===== config.mk =====
export PLATFORM = sky130hd
export DESIGN_NAME = sram_pattern_writer
export DESIGN_NICKNAME = d
export VERILOG_FILES = /design/src/rtl/sram_pkg.sv /design/src/rtl/sram_pattern_writer.sv
export SDC_FILE = /design/constraint.sdc
export NUM_CORES = 1
export LEC_CHECK = 0
export BUFFER_PORTS_ARGS = -buffer_cell sky130_fd_sc_hd__buf_2
export CORE_MARGIN = 1
export CORE_UTILIZATION = 56
export CTS_CLUSTER_SIZE = 40
export DETAILED_ROUTE_END_ITERATION = 7
export PLACE_DENSITY_LB_ADDON = 0.15
export REMOVE_ABC_BUFFERS = 1
export SLEW_MARGIN = 30
export SYNTH_ARGS = -nofsm -noshare
export SYNTH_HDL_FRONTEND = slang
export SYNTH_SLANG_ARGS = --single-unit

===== constraint.sdc =====
create_clock -name i_bclk -period 4.6 [get_ports i_bclk]
set_input_delay 0.46 -clock i_bclk [delete_from_list [all_inputs] [get_ports i_bclk]]
set_output_delay 0.46 -clock i_bclk [all_outputs]
set_load 0.005 [all_outputs]

===== src/rtl/sram_pkg.sv =====
// sram_pkg: definitions shared by the SRAM pattern writer and the existing
// SRAM reader.
//   sram_state_t  - sequencer states. RSETUP/RCMP exist only when
//                   SRAM_WRITE_VERIFY_EN is defined.
//   WORDS_PER_BAR - 16-bit SRAM words per 64-bit bar pattern.
//   LAYER_OFFSET  - word offset applied to layer-1 bars.
//   bar_base()    - first SRAM word address of a bar in a given layer.
package sram_pkg;

  localparam int unsigned WORDS_PER_BAR = 4;
  localparam int unsigned LAYER_OFFSET  = 64;
  localparam int unsigned ADDR_W        = 20;

  typedef enum logic [2:0] {
    IDLE,
    ARMED,
    SETUP,
    PULSE,
    HOLD,
    DONE
`ifdef SRAM_WRITE_VERIFY_EN
    ,
    RSETUP,
    RCMP
`endif
  } sram_state_t;

  // Bar 0 starts one bar in, so bar b begins at (b+1)*words_per_bar.
  // The sum is formed at 32 bits and then narrowed to the 20-bit address.
  function automatic logic [ADDR_W-1:0] bar_base(input logic [3:0]  bar,
                                                 input logic        layer,
                                                 input int unsigned words_per_bar,
                                                 input int unsigned layer_offset);
    logic [31:0] sum;
    sum = (32'(bar) + 32'd1) * words_per_bar + (layer ? layer_offset : 32'd0);
    return sum[ADDR_W-1:0];
  endfunction

endpackage


===== src/rtl/sram_pattern_writer.sv =====
// sram_pattern_writer: writes one 64-bit bar pattern into an asynchronous
// 16-bit SRAM as WORDS_PER_BAR consecutive words, with a
// SETUP -> PULSE -> HOLD cycle per word. All SRAM-facing outputs are
// registered from the next-state decode, so they are glitch-free and reset
// drives them to their idle values asynchronously.
//
// Optional feature: define SRAM_WRITE_VERIFY_EN to add a readback pass
// (RSETUP/RCMP per word) that compares each word and flags o_err.
//
// Ports
//   i_bclk      clock
//   i_rst       asynchronous active-low reset
//   i_mode      write-mode enable; low aborts any job and returns to IDLE
//   i_start     write request, accepted only in ARMED
//   i_bar       bar index (0..15)
//   i_layer     layer select (adds LAYER_OFFSET to the base address)
//   i_data      64-bit bar pattern, word k = i_data[16k+15:16k]
//   i_SRAM_DQ   SRAM read data (verify builds only)
//   o_addr      SRAM word address
//   o_SRAM_DQ   SRAM write data
//   o_dq_oe     DQ drive enable
//   o_we_n      SRAM write strobe, low for one cycle per word
//   o_oe_n      SRAM output enable (tied high without verify)
//   o_busy      high in every state except IDLE and ARMED
//   o_finish    one-cycle completion pulse
//   o_err       readback mismatch for the last job (tied low without verify)
module sram_pattern_writer
  import sram_pkg::*;
#(
  parameter int unsigned LAYER_OFFSET  = sram_pkg::LAYER_OFFSET,
  parameter int unsigned WORDS_PER_BAR = sram_pkg::WORDS_PER_BAR
) (
  input  logic        i_bclk,
  input  logic        i_rst,
  input  logic        i_mode,
  input  logic        i_start,
  input  logic [3:0]  i_bar,
  input  logic        i_layer,
  input  logic [63:0] i_data,
  input  logic [15:0] i_SRAM_DQ,
  output logic [19:0] o_addr,
  output logic [15:0] o_SRAM_DQ,
  output logic        o_dq_oe,
  output logic        o_we_n,
  output logic        o_oe_n,
  output logic        o_busy,
  output logic        o_finish,
  output logic        o_err
);

  localparam int unsigned KW = (WORDS_PER_BAR > 1) ? $clog2(WORDS_PER_BAR) : 1;
  localparam logic [KW-1:0] LAST_K = KW'(WORDS_PER_BAR - 1);

  sram_state_t state_q, state_d;
  logic [KW-1:0] k_q, k_d;
  logic [3:0]    bar_q, bar_d;
  logic          layer_q, layer_d;
  logic [63:0]   data_q, data_d;

  logic [19:0]   addr_d;
  logic [15:0]   dq_d;
  logic          dq_oe_d;
  logic          we_n_d;
  logic          busy_d;
  logic          finish_d;
  logic          write_ph;
  logic          addr_en;

`ifdef SRAM_WRITE_VERIFY_EN
  logic          err_q, err_d;
  logic          oe_n_d;
  logic          read_ph;
`endif

  function automatic logic [15:0] word_of(input logic [63:0] d, input logic [KW-1:0] k);
    logic [63:0] s;
    s = d >> {k, 4'b0000};
    return s[15:0];
  endfunction

  // Next-state logic. i_mode low overrides every transition, which gives
  // both the abort path and the DONE -> IDLE exit.
  always_comb begin
    state_d = state_q;
    k_d     = k_q;
    bar_d   = bar_q;
    layer_d = layer_q;
    data_d  = data_q;
`ifdef SRAM_WRITE_VERIFY_EN
    err_d   = err_q;
`endif
    case (state_q)
      IDLE: begin
        if (i_mode) state_d = ARMED;
      end
      ARMED: begin
        if (i_start && i_mode) begin
          bar_d   = i_bar;
          layer_d = i_layer;
          data_d  = i_data;
          k_d     = '0;
`ifdef SRAM_WRITE_VERIFY_EN
          err_d   = 1'b0;
`endif
          state_d = SETUP;
        end
      end
      SETUP: state_d = PULSE;
      PULSE: state_d = HOLD;
      HOLD: begin
        if (k_q != LAST_K) begin
          k_d     = k_q + 1'b1;
          state_d = SETUP;
        end else begin
`ifdef SRAM_WRITE_VERIFY_EN
          k_d     = '0;
          state_d = RSETUP;
`else
          state_d = DONE;
`endif
        end
      end
`ifdef SRAM_WRITE_VERIFY_EN
      RSETUP: state_d = RCMP;
      RCMP: begin
        if (i_SRAM_DQ != word_of(data_q, k_q)) err_d = 1'b1;
        if (k_q != LAST_K) begin
          k_d     = k_q + 1'b1;
          state_d = RSETUP;
        end else begin
          state_d = DONE;
        end
      end
`endif
      DONE: state_d = ARMED;
      default: state_d = IDLE;
    endcase
    if (!i_mode) state_d = IDLE;
  end

  // Output decode from the next state, so registered outputs line up with
  // the state they belong to. Address and data depend only on the latched
  // job and k, which keeps them stable across SETUP/PULSE/HOLD.
  always_comb begin
    write_ph = (state_d == SETUP) || (state_d == PULSE) || (state_d == HOLD);
`ifdef SRAM_WRITE_VERIFY_EN
    read_ph  = (state_d == RSETUP) || (state_d == RCMP);
    addr_en  = write_ph || read_ph;
    oe_n_d   = !read_ph;
`else
    addr_en  = write_ph;
`endif
    addr_d   = addr_en ? (bar_base(bar_d, layer_d, WORDS_PER_BAR, LAYER_OFFSET)
                          + {{(20 - KW){1'b0}}, k_d}) : 20'd0;
    dq_d     = write_ph ? word_of(data_d, k_d) : 16'd0;
    dq_oe_d  = write_ph;
    we_n_d   = (state_d != PULSE);
    busy_d   = (state_d != IDLE) && (state_d != ARMED);
    finish_d = (state_d == DONE);
  end

  always_ff @(posedge i_bclk or negedge i_rst) begin
    if (!i_rst) begin
      state_q   <= IDLE;
      k_q       <= '0;
      bar_q     <= '0;
      layer_q   <= 1'b0;
      data_q    <= '0;
      o_addr    <= '0;
      o_SRAM_DQ <= '0;
      o_dq_oe   <= 1'b0;
      o_we_n    <= 1'b1;
      o_busy    <= 1'b0;
      o_finish  <= 1'b0;
    end else begin
      state_q   <= state_d;
      k_q       <= k_d;
      bar_q     <= bar_d;
      layer_q   <= layer_d;
      data_q    <= data_d;
      o_addr    <= addr_d;
      o_SRAM_DQ <= dq_d;
      o_dq_oe   <= dq_oe_d;
      o_we_n    <= we_n_d;
      o_busy    <= busy_d;
      o_finish  <= finish_d;
    end
  end

`ifdef SRAM_WRITE_VERIFY_EN
  // The error flag is sticky for one job: cleared on an accepted start and
  // otherwise held, so it is still valid alongside and after o_finish.
  always_ff @(posedge i_bclk or negedge i_rst) begin
    if (!i_rst) begin
      err_q  <= 1'b0;
      o_oe_n <= 1'b1;
    end else begin
      err_q  <= err_d;
      o_oe_n <= oe_n_d;
    end
  end

  assign o_err = err_q;
`else
  logic unused_sram_dq;
  assign unused_sram_dq = ^i_SRAM_DQ;
  assign o_oe_n = 1'b1;
  assign o_err  = 1'b0;
`endif

endmodule


Word level (Yosys, flattened, before mapping). Index checks and enable logic that the tools add are counted.

Bits in registers: 103. Input bits: 89. Logic and storage cells: 51.

Reductions and logical operators: 7. Add/sub/neg operators: 4. Muxes and demuxes: 16. Eq/ne operators: 12. Shift-type cells: 1.

Operators with widths (number): $mux 64 (2); $shr 64x6->16 (1); $mux 16 (1); $pmux 3 s5 (1); $eq 3x2->1 const B (4); $eq 3x3->1 const B (4); $add 8x2->9 (1); $mux 3 (3); $mux 9 (1); $add 7x7->8 (1); $mux 4 (2); $mux 7 (1); $add 4x1->5 const B (1); $mux 2 (2); $pmux 2 s2 (1); $eq 3x1->1 const B (1); $logic_not 3->1 (1); $ne 3x1->1 const B (1); $ne 3x2->1 const B (1); $reduce_bool 3->1 (1); $add 2x1->2 const B (1); $logic_and 1x1->1 (2); $logic_or 1x1->1 (2); $mux 1 (2); other kinds (2) (2).

Longest topological paths before layout. Gate-level depths: netlist of run 1.

Depth after elaboration: 8. Gate-level depth with buffers: 11.

Worst setup path before layout of run 1. Ideal clock, no wire load.

Path type: input to register. Start point: in i_mode. End point: reg o_addr[6]. Stages: 10. Arrival: 2.288 ns. Path slack: 2.193 ns. Required time: 4.481 ns. Setup time: 0.119 ns. Cells stage by stage: clkbuf_1 > or4b_1 > buf_2 > clkbuf_1 > nand2_1 > nand2_1 > ha_1 > and3_1 > ha_1 > and2_1.

Elaborated cells between the ends (all ways): 20.

RTL lines: start: declaration (RTL line sram_pattern_writer.sv:35) `input logic i_mode,`; $logic_and 1x1->1 (RTL line sram_pattern_writer.sv:97) `if (i_start && i_mode) begin`; $mux 4 (RTL line sram_pattern_writer.sv:97); $mux 4 (RTL line sram_pattern_writer.sv:92) `case (state_q)`; net bar_d[1] (RTL line sram_pattern_writer.sv:56) `logic [3:0] bar_q, bar_d;`; $add 4x1->5 (RTL line sram_pkg.sv:35) `sum = (32'(bar) + 32'd1) * words_per_bar + (layer ? layer_offset : 32'd0);`; $add 7x7->8 (RTL line sram_pkg.sv:35); $add 8x2->9 (RTL line sram_pattern_writer.sv:154) `+ {{(20 - KW){1'b0}}, k_d}) : 20'd0;`; $mux 9 (RTL line sram_pattern_writer.sv:153) `addr_d = addr_en ? (bar_base(bar_d, layer_d, WORDS_PER_BAR, LAYER_OFFSET)`; net addr_d[6] (RTL line sram_pattern_writer.sv:60) `logic [19:0] addr_d;`; end signal: assignment (RTL line sram_pattern_writer.sv:181) `o_addr <= addr_d;`; end: declaration (RTL line sram_pattern_writer.sv:41) `output logic [19:0] o_addr,`.

The timed path passes the listed nets, and every way through them passes these cells.

Worst setup path after layout of run 1.
Start point: reg state_q[0]. End point: reg o_SRAM_DQ[14].

Elaborated cells between the ends (all ways): 19.

RTL lines: start: declaration (RTL line sram_pattern_writer.sv:54) `sram_state_t state_q, state_d;`; start signal: assignment (RTL line sram_pattern_writer.sv:176) `state_q <= state_d;`; $eq 3x1->1 (RTL line sram_pattern_writer.sv:92); $mux 64 (RTL line sram_pattern_writer.sv:92); net data_d[14] (RTL line sram_pattern_writer.sv:58) `logic [63:0] data_q, data_d;`; $shr 64x6->16 (RTL line sram_pattern_writer.sv:77) `s = d >> {k, 4'b0000};`; $mux 16 (RTL line sram_pattern_writer.sv:155) `dq_d = write_ph ? word_of(data_d, k_d) : 16'd0;`; net dq_d[14] (RTL line sram_pattern_writer.sv:61) `logic [15:0] dq_d;`; end signal: assignment (RTL line sram_pattern_writer.sv:182) `o_SRAM_DQ <= dq_d;`; end: declaration (RTL line sram_pattern_writer.sv:42) `output logic [15:0] o_SRAM_DQ,`.

The timed path passes the listed nets, and every way through them passes these cells.

==> impl_metrics.toml, run 1 <==
[power]
vdd_drop_max_mv = 0.2283
p_leak_nw = 2.945
p_per_area_nw_per_um2 = 415.4
power.total_mw = 2.166

[global_route]
grt_pass1_vias = 3456
globalRouteTotalUtil = 0.2361
grt_max_degree = 76
grt_pass1_wl_um = 15590
antenna_found_initial = 0
overflow = 0

[clock_tree]
cts_root_buf = "clkbuf_8"
clock_latency_ns = 0.36
cts_hold_buf = 0
ctsResizeCount = 0
cts_sinks = 102
h-tree-depth = 3
cts_buffers = 9
cts.path.max_buffers = 2
cts_tree = "done"
clk_pin_slew_ns = 0.10
post-cts-setup-buffer-count = 0

[timing]
fin_ws_ns = 1.674
drv_slew = 0
tightestPinTransition_ns = 0.9290
timing.fmax_ghz = 0.3418
setup_viol = 0
fin_tns_setup_ns = 0
hold_viol = 0
max-slew-margin-rel = 0.3790
worst_clock_skew_ns = 0.01320
fin_crit_ns = 2.926
fin_crit_sh = 0.6360
rsz0062_at_grt = "false"

[placement]
portBuffers = 100
dp_cells = 692
dp_slack_ns = 1.697
dp_hpwl_um = 5949
finalWeightedCongestion = 0.7889

[synth]
synth.largest_area_cell = "dfrtp_1"
synth.avg_cell_area_um2 = 8.756
yosys_warnings = 0
synth-async-reset-ratio = 1.000
netlist_area_um2 = 4527
yosysSeqAreaShare = 0.5641
syn_inst = 517
synthFlopType = "dfrtp_1"
synth_most_common_cell = "nand2_1"
synth_top_family_by_area = "simple AND/OR/NAND/NOR gates"
synth_top_area_frac = 0.5583
yosys.area_share.simple = 0.2764
synth_xor_xnor_area_share = 0.001935
synth_mux_area_frac = 0.01631
synth_edf_count = 0
synthTopCellsByArea = "dfrtp_1 56%, nand2_1 19%, nor2_1 3.1%, a211o_1 2.9%, buf_4 2.3%"
synth_cell_types = 35
synth_adder_area_share = 0.005528
ys_ff_latch = 102
synth_compound_area_frac = 0.07048
ys_top_cells_by_count = "231 x nand2_1, 101 x dfrtp_1, 37 x nor2_1"

[routing]
wl_um = 9278
vias = 3582
first_pass_iters = 4
vias_per_cell = 5.059
final_antenna_net_count = 0
post_drt_wl_per_cell_um = 13.10
drc = 0
drt_first_iter_violations = 131

[critical_path]
critical_path.max_fanout = 57
crit_path_end_kind = "flip-flop"
required_ns = 4.81
worst_ep_arrival_time_ns = 3.14
critPathLaunchType = "flip-flop"
path_class = "flip-flop to flip-flop"

[floorplanning]
core_um2 = 7767
dieArea_um2 = 8447
start_util = 0.5828
rows = 32
io_pins = 131
die_h_um = 91.91
die_width_um = 91.91

[final_layout]
synthToLayoutAreaGrowth_pct = 15.17
fill_cells = 648
nets = 692
final_cells = 708
antennaDiodeCount = 0
drive_above_1_share = 0.2195

[worst_hold_path]
hold_path_class = "input pin to async pin"

[run]
cap_violations = 0

[outcome]
status = "finished clean"
==> worst paths after layout <==
check | startpoint | endpoint | slack [ns] | depth (start not counted)
worst max-delay path | state_q[0] | o_SRAM_DQ[14] | 1.67 | 6
worst min-delay path | i_rst | o_finish | 0.12 | 1
worst max register to register | state_q[0] | o_SRAM_DQ[14] | 1.67 | 6
worst min register to register | data_q[8] | data_q[8] | 0.48 | 2
max in group asynchronous | i_rst | data_q[8] | 3.66 | 2
min in group i_bclk | i_data[18] | data_q[18] | 0.28 | 3
==> cell type report <==
class	count	area (µm²)	share of cell area
well taps	102	127.6	0.02448
multi-input cells	378	1749	0.3355
clock buffers	10	137.6	0.02640
repair buffers	106	566.8	0.1087
inverters	4	15.01	0.002880
clock inverters	6	63.81	0.01224
flip-flops and latches	102	2554	0.4898
==> cells by family (layout without fill, tap and decap cells) <==
kind of cell | Yosys count | count (layout)
and+or+nand+nor | 307 | 307
DFF | 102 | 102
buffers and inverters | 49 | 126
AOI/OAI and AO/OA | 47 | 47
muxes | 7 | 7
adders and majority gates | 2 | 2
other | 2 | 14
xor gates and xnor gates | 1 | 1
==> worst max-delay path, stage by stage, from the launching register on <==
cell and delay, ns:
dfrtp_1 0.48, nand2_1 0.15, nor4b_2 0.79, buf_4 0.61, mux2_2 0.41, mux2i_1 0.21, o32ai_2 0.11
==> routing by layer <==
metal  GRT usage  part of all wire
met1      0.2939              0.44
met2      0.4136              0.50
met3     0.05390             0.045
met4     0.06380             0.010
met5           0                 0
==> report_power, final <==
group / switching [mW] / leakage (nW) / total [mW] / internal (mW)
Combinational: 0.263 / 1.54 / 0.441 / 0.177
Sequential: 0.0924 / 1.31 / 1.16 / 1.07
Clock: 0.333 / 0.100 / 0.561 / 0.228
==> registers in the layout (all words and copies together) (netlist names) <==
| register | flops |
|---|---|
| state_q | 3 |
| o_busy | 1 |
| layer_q | 1 |
| bar_q | 4 |
| k_q | 2 |
| o_addr | 8 |
| data_q | 64 |
| o_SRAM_DQ | 16 |
| o_dq_oe | 1 |
| o_finish | 1 |
| o_we_n | 1 |
==> cell usage in the layout (no fill, tap or decap), types with 4 or more instances in the layout <==
master / Yosys / layout
nor3_1: 19 / 19
nand2_1: 231 / 231
dfrtp_1: 101 / 101
o21ai_0: 5 / 5
inv_1: 4 / 4
buf_4: 14 / 4
buf_2: 17 / 99
a211o_1: 15 / 15
conb_1: 2 / 14
clkbuf_8: 0 / 10
and2_1: 4 / 4
a21oi_1: 20 / 20
nor2_1: 37 / 37
==> stage by stage <==
step / util / cell area (µm²) / hold slack [ns]
finish: 0.6712 / 5214 / 0.1154
detailed placement: 0.6448 / 5009 / 0.4617
global route: 0.6712 / 5214 / 0.1516
CTS: 0.6707 / 5210 / 0.2617
floorplan: - / 4299 / 0.1644
global placement: 0.6409 / 4979 / 0.4575
No activity file was read; power rests on OpenSTA's default activity.
==> run 2: changes to the inputs <==
--- a/config.mk
+++ b/config.mk
@@ -7,7 +7,7 @@
 export LEC_CHECK = 0
 export BUFFER_PORTS_ARGS = -buffer_cell sky130_fd_sc_hd__buf_2
 export CORE_MARGIN = 1
-export CORE_UTILIZATION = 56
+export CORE_UTILIZATION = 47
 export CTS_CLUSTER_SIZE = 40
 export DETAILED_ROUTE_END_ITERATION = 7
 export PLACE_DENSITY_LB_ADDON = 0.15
==> constraint.sdc (replaced) <==
create_clock -name i_bclk -period 2.5 [get_ports i_bclk]
set_input_delay 0.25 -clock i_bclk [delete_from_list [all_inputs] [get_ports i_bclk]]
set_output_delay 0.25 -clock i_bclk [all_outputs]
set_load 0.005 [all_outputs]
==> run 2 against run 1 <==
Compared with the run above:
- non-clock buffer count up 6
- critical path type unchanged
- clock power up 78%
- combinational power up 84%
- utilization down 10 points
- sequential share of layout area down 0.70 points
- cell area up 1.4%
- largest cell class unchanged
- register-to-register slack worse by 1.5 ns
- count of clock-buffer cells in the layout unchanged
- critical endpoint is now o_SRAM_DQ[1]
==> impl_metrics.toml, run 2 (synthesis gave the netlist of run 1 again) <==
[critical_path]
max_stage_delay_ns = 0.75
crit_path_top_delay_cell = "or4b_2"
crit_path_end_kind = "flip-flop"
critPathLaunchType = "flip-flop"
path_class = "flip-flop to flip-flop"
required_ns = 2.75
critical_path.max_fanout = 53
worst_ep_arrival_time_ns = 2.59
cp_cell_sequence = "or4b_2 > buf_4 > nand3_4 > nor3_1 > a211o_1"

[final_layout]
fill_cells = 916
drive_above_1_share = 0.2255
synthToLayoutAreaGrowth_pct = 16.83
final_cell_mix = "231 x nand2_1, 101 x dfrtp_1, 99 x buf_2"
largest_register_ffs = 64
top_regs = "data_q x64, o_SRAM_DQ x16, o_addr x8"
fin_area_um2 = 5289
antennaDiodeCount = 0
fin_util = 0.5697
nets = 698
final_cells = 741
final_common_cell = "nand2_1"
top_register = "data_q"

[timing]
hold-worst-slack_ns = 0.06160
timing.fmax_ghz = 0.4284
fin_tns_setup_ns = 0
rsz0062_at_grt = "false"
max-slew-margin-rel = 0.4165
fin_crit_sh = 0.9337
setup_viol = 0
tightestPinTransition_ns = 0.8752
drv_slew = 0
hold_viol = 0
worst_clock_skew_ns = 0.01270
fin_crit_ns = 2.334

[power]
p_leak_nw = 2.974
p_per_area_nw_per_um2 = 747.5
vdd_drop_max_mv = 0.3158

[routing]
vias = 3595
post_drt_wl_per_cell_um = 13.33
vias_per_cell = 4.852
first_pass_iters = 4
final_antenna_net_count = 0
drt_first_iter_violations = 113
drc = 0
wl_um = 9876

[clock_tree]
clk_pin_slew_ns = 0.11
cts_root_buf = "clkbuf_8"
cts.path.max_buffers = 2
cts_buffers = 9
ctsResizeCount = 0
cts_sinks = 102
clock_latency_ns = 0.37
h-tree-depth = 3
cts_tree = "done"

[placement]
place_area_um2 = 5090
dp_hpwl_um = 6244
portBuffers = 100
finalWeightedCongestion = 0.8075
dp_cells = 724

[global_route]
grt_pass1_vias = 3460
antenna_found_initial = 0
overflow = 0
grt_max_degree = 88
grt_pass1_wl_um = 16240
globalRouteTotalUtil = 0.2096

[floorplanning]
rows = 35
core_um2 = 9284
die_width_um = 100.1
start_util = 0.4876
die_h_um = 100.1
dieArea_um2 = 10030
io_pins = 131

[worst_hold_path]
hold_path_class = "input pin to flip-flop"

[outcome]
status = "finished clean"

[run]
cap_violations = 0
==> run 2: cell types whose count changed in the layout (fill, tap and decap cells not counted), sizes merged <==
cell / change
dlygate4sd3: +1
buf: +5
clkinv: +2
inv: -1
clkinvlp: -1
==> run 2: per-layer routing <==
| metal | vias up | wire length [µm] | share of wire | GRT usage |
|---|---|---|---|---|
| li1 | 1792 | - | - | - |
| met5 | - | 0 | 0 | 0 |
| met1 | 1701 | 4404 | 0.45 | 0.2659 |
| met4 | 0 | 154 | 0.016 | 0.07469 |
| met3 | 14 | 463 | 0.047 | 0.04805 |
| met2 | 88 | 4854 | 0.49 | 0.3530 |
==> run 2: critical path, delay by kind of cell, from the launching register on <==
kind	cells	cell delay (ns)
flip-flops	1	0.49
buffers and inverters	1	0.36
AND/OR/NAND/NOR	3	1.13
AO/OA/AOI/OAI	1	0.23
==> run 2: what timing repair did <==
action	in CTS	in global routing
buffers inserted	0	0
endpoints found under the hold margin	15	0
setup endpoints to repair	0	0
hold buffers	1	0
==> run 2: where the power goes <==
part           leakage, nW  internal, mW  switching (mW)  total, mW
Sequential            1.31          1.97           0.167       2.14
Combinational         1.57         0.325           0.486      0.811
Clock               0.0992         0.406           0.597       1.00
Total                 2.97          2.70            1.25       3.95
==> run 2: layout make-up <==
| cell class | instances | area, µm² | share of cell area |
|---|---|---|---|
| Clock buffer | 10 | 137.6 | 0.02602 |
| Clock inverter | 6 | 51.30 | 0.009700 |
| Inverter | 4 | 15.01 | 0.002839 |
| Multi-Input combinational cell | 378 | 1749 | 0.3307 |
| Sequential cell | 102 | 2554 | 0.4828 |
| Tap cell | 129 | 161.4 | 0.03052 |
| Timing Repair Buffer | 112 | 620.6 | 0.1173 |
==> run 2: stage by stage <==
stage / power [mW] / setup slack [ns]
floorplan: 2.660 / -6.576
global placement: 2.960 / 0.1943
finish: 3.954 / 0.1657
global route: 4.225 / 0.05390
CTS: 4.010 / 0.1617
detailed placement: 2.991 / 0.1649
==> run 2: final timing paths <==
check,start,endpoint,slack [ns],depth (start not counted)
setup / recovery,state_q[1],o_SRAM_DQ[1],0.17,5
hold / removal,i_data[48],data_q[48],0.06,3
setup reg to reg,state_q[1],o_SRAM_DQ[1],0.17,5
hold reg to reg,data_q[56],data_q[56],0.48,2
max in group asynchronous,i_rst,data_q[54],1.50,3
min in group asynchronous,i_rst,o_dq_oe,0.28,2
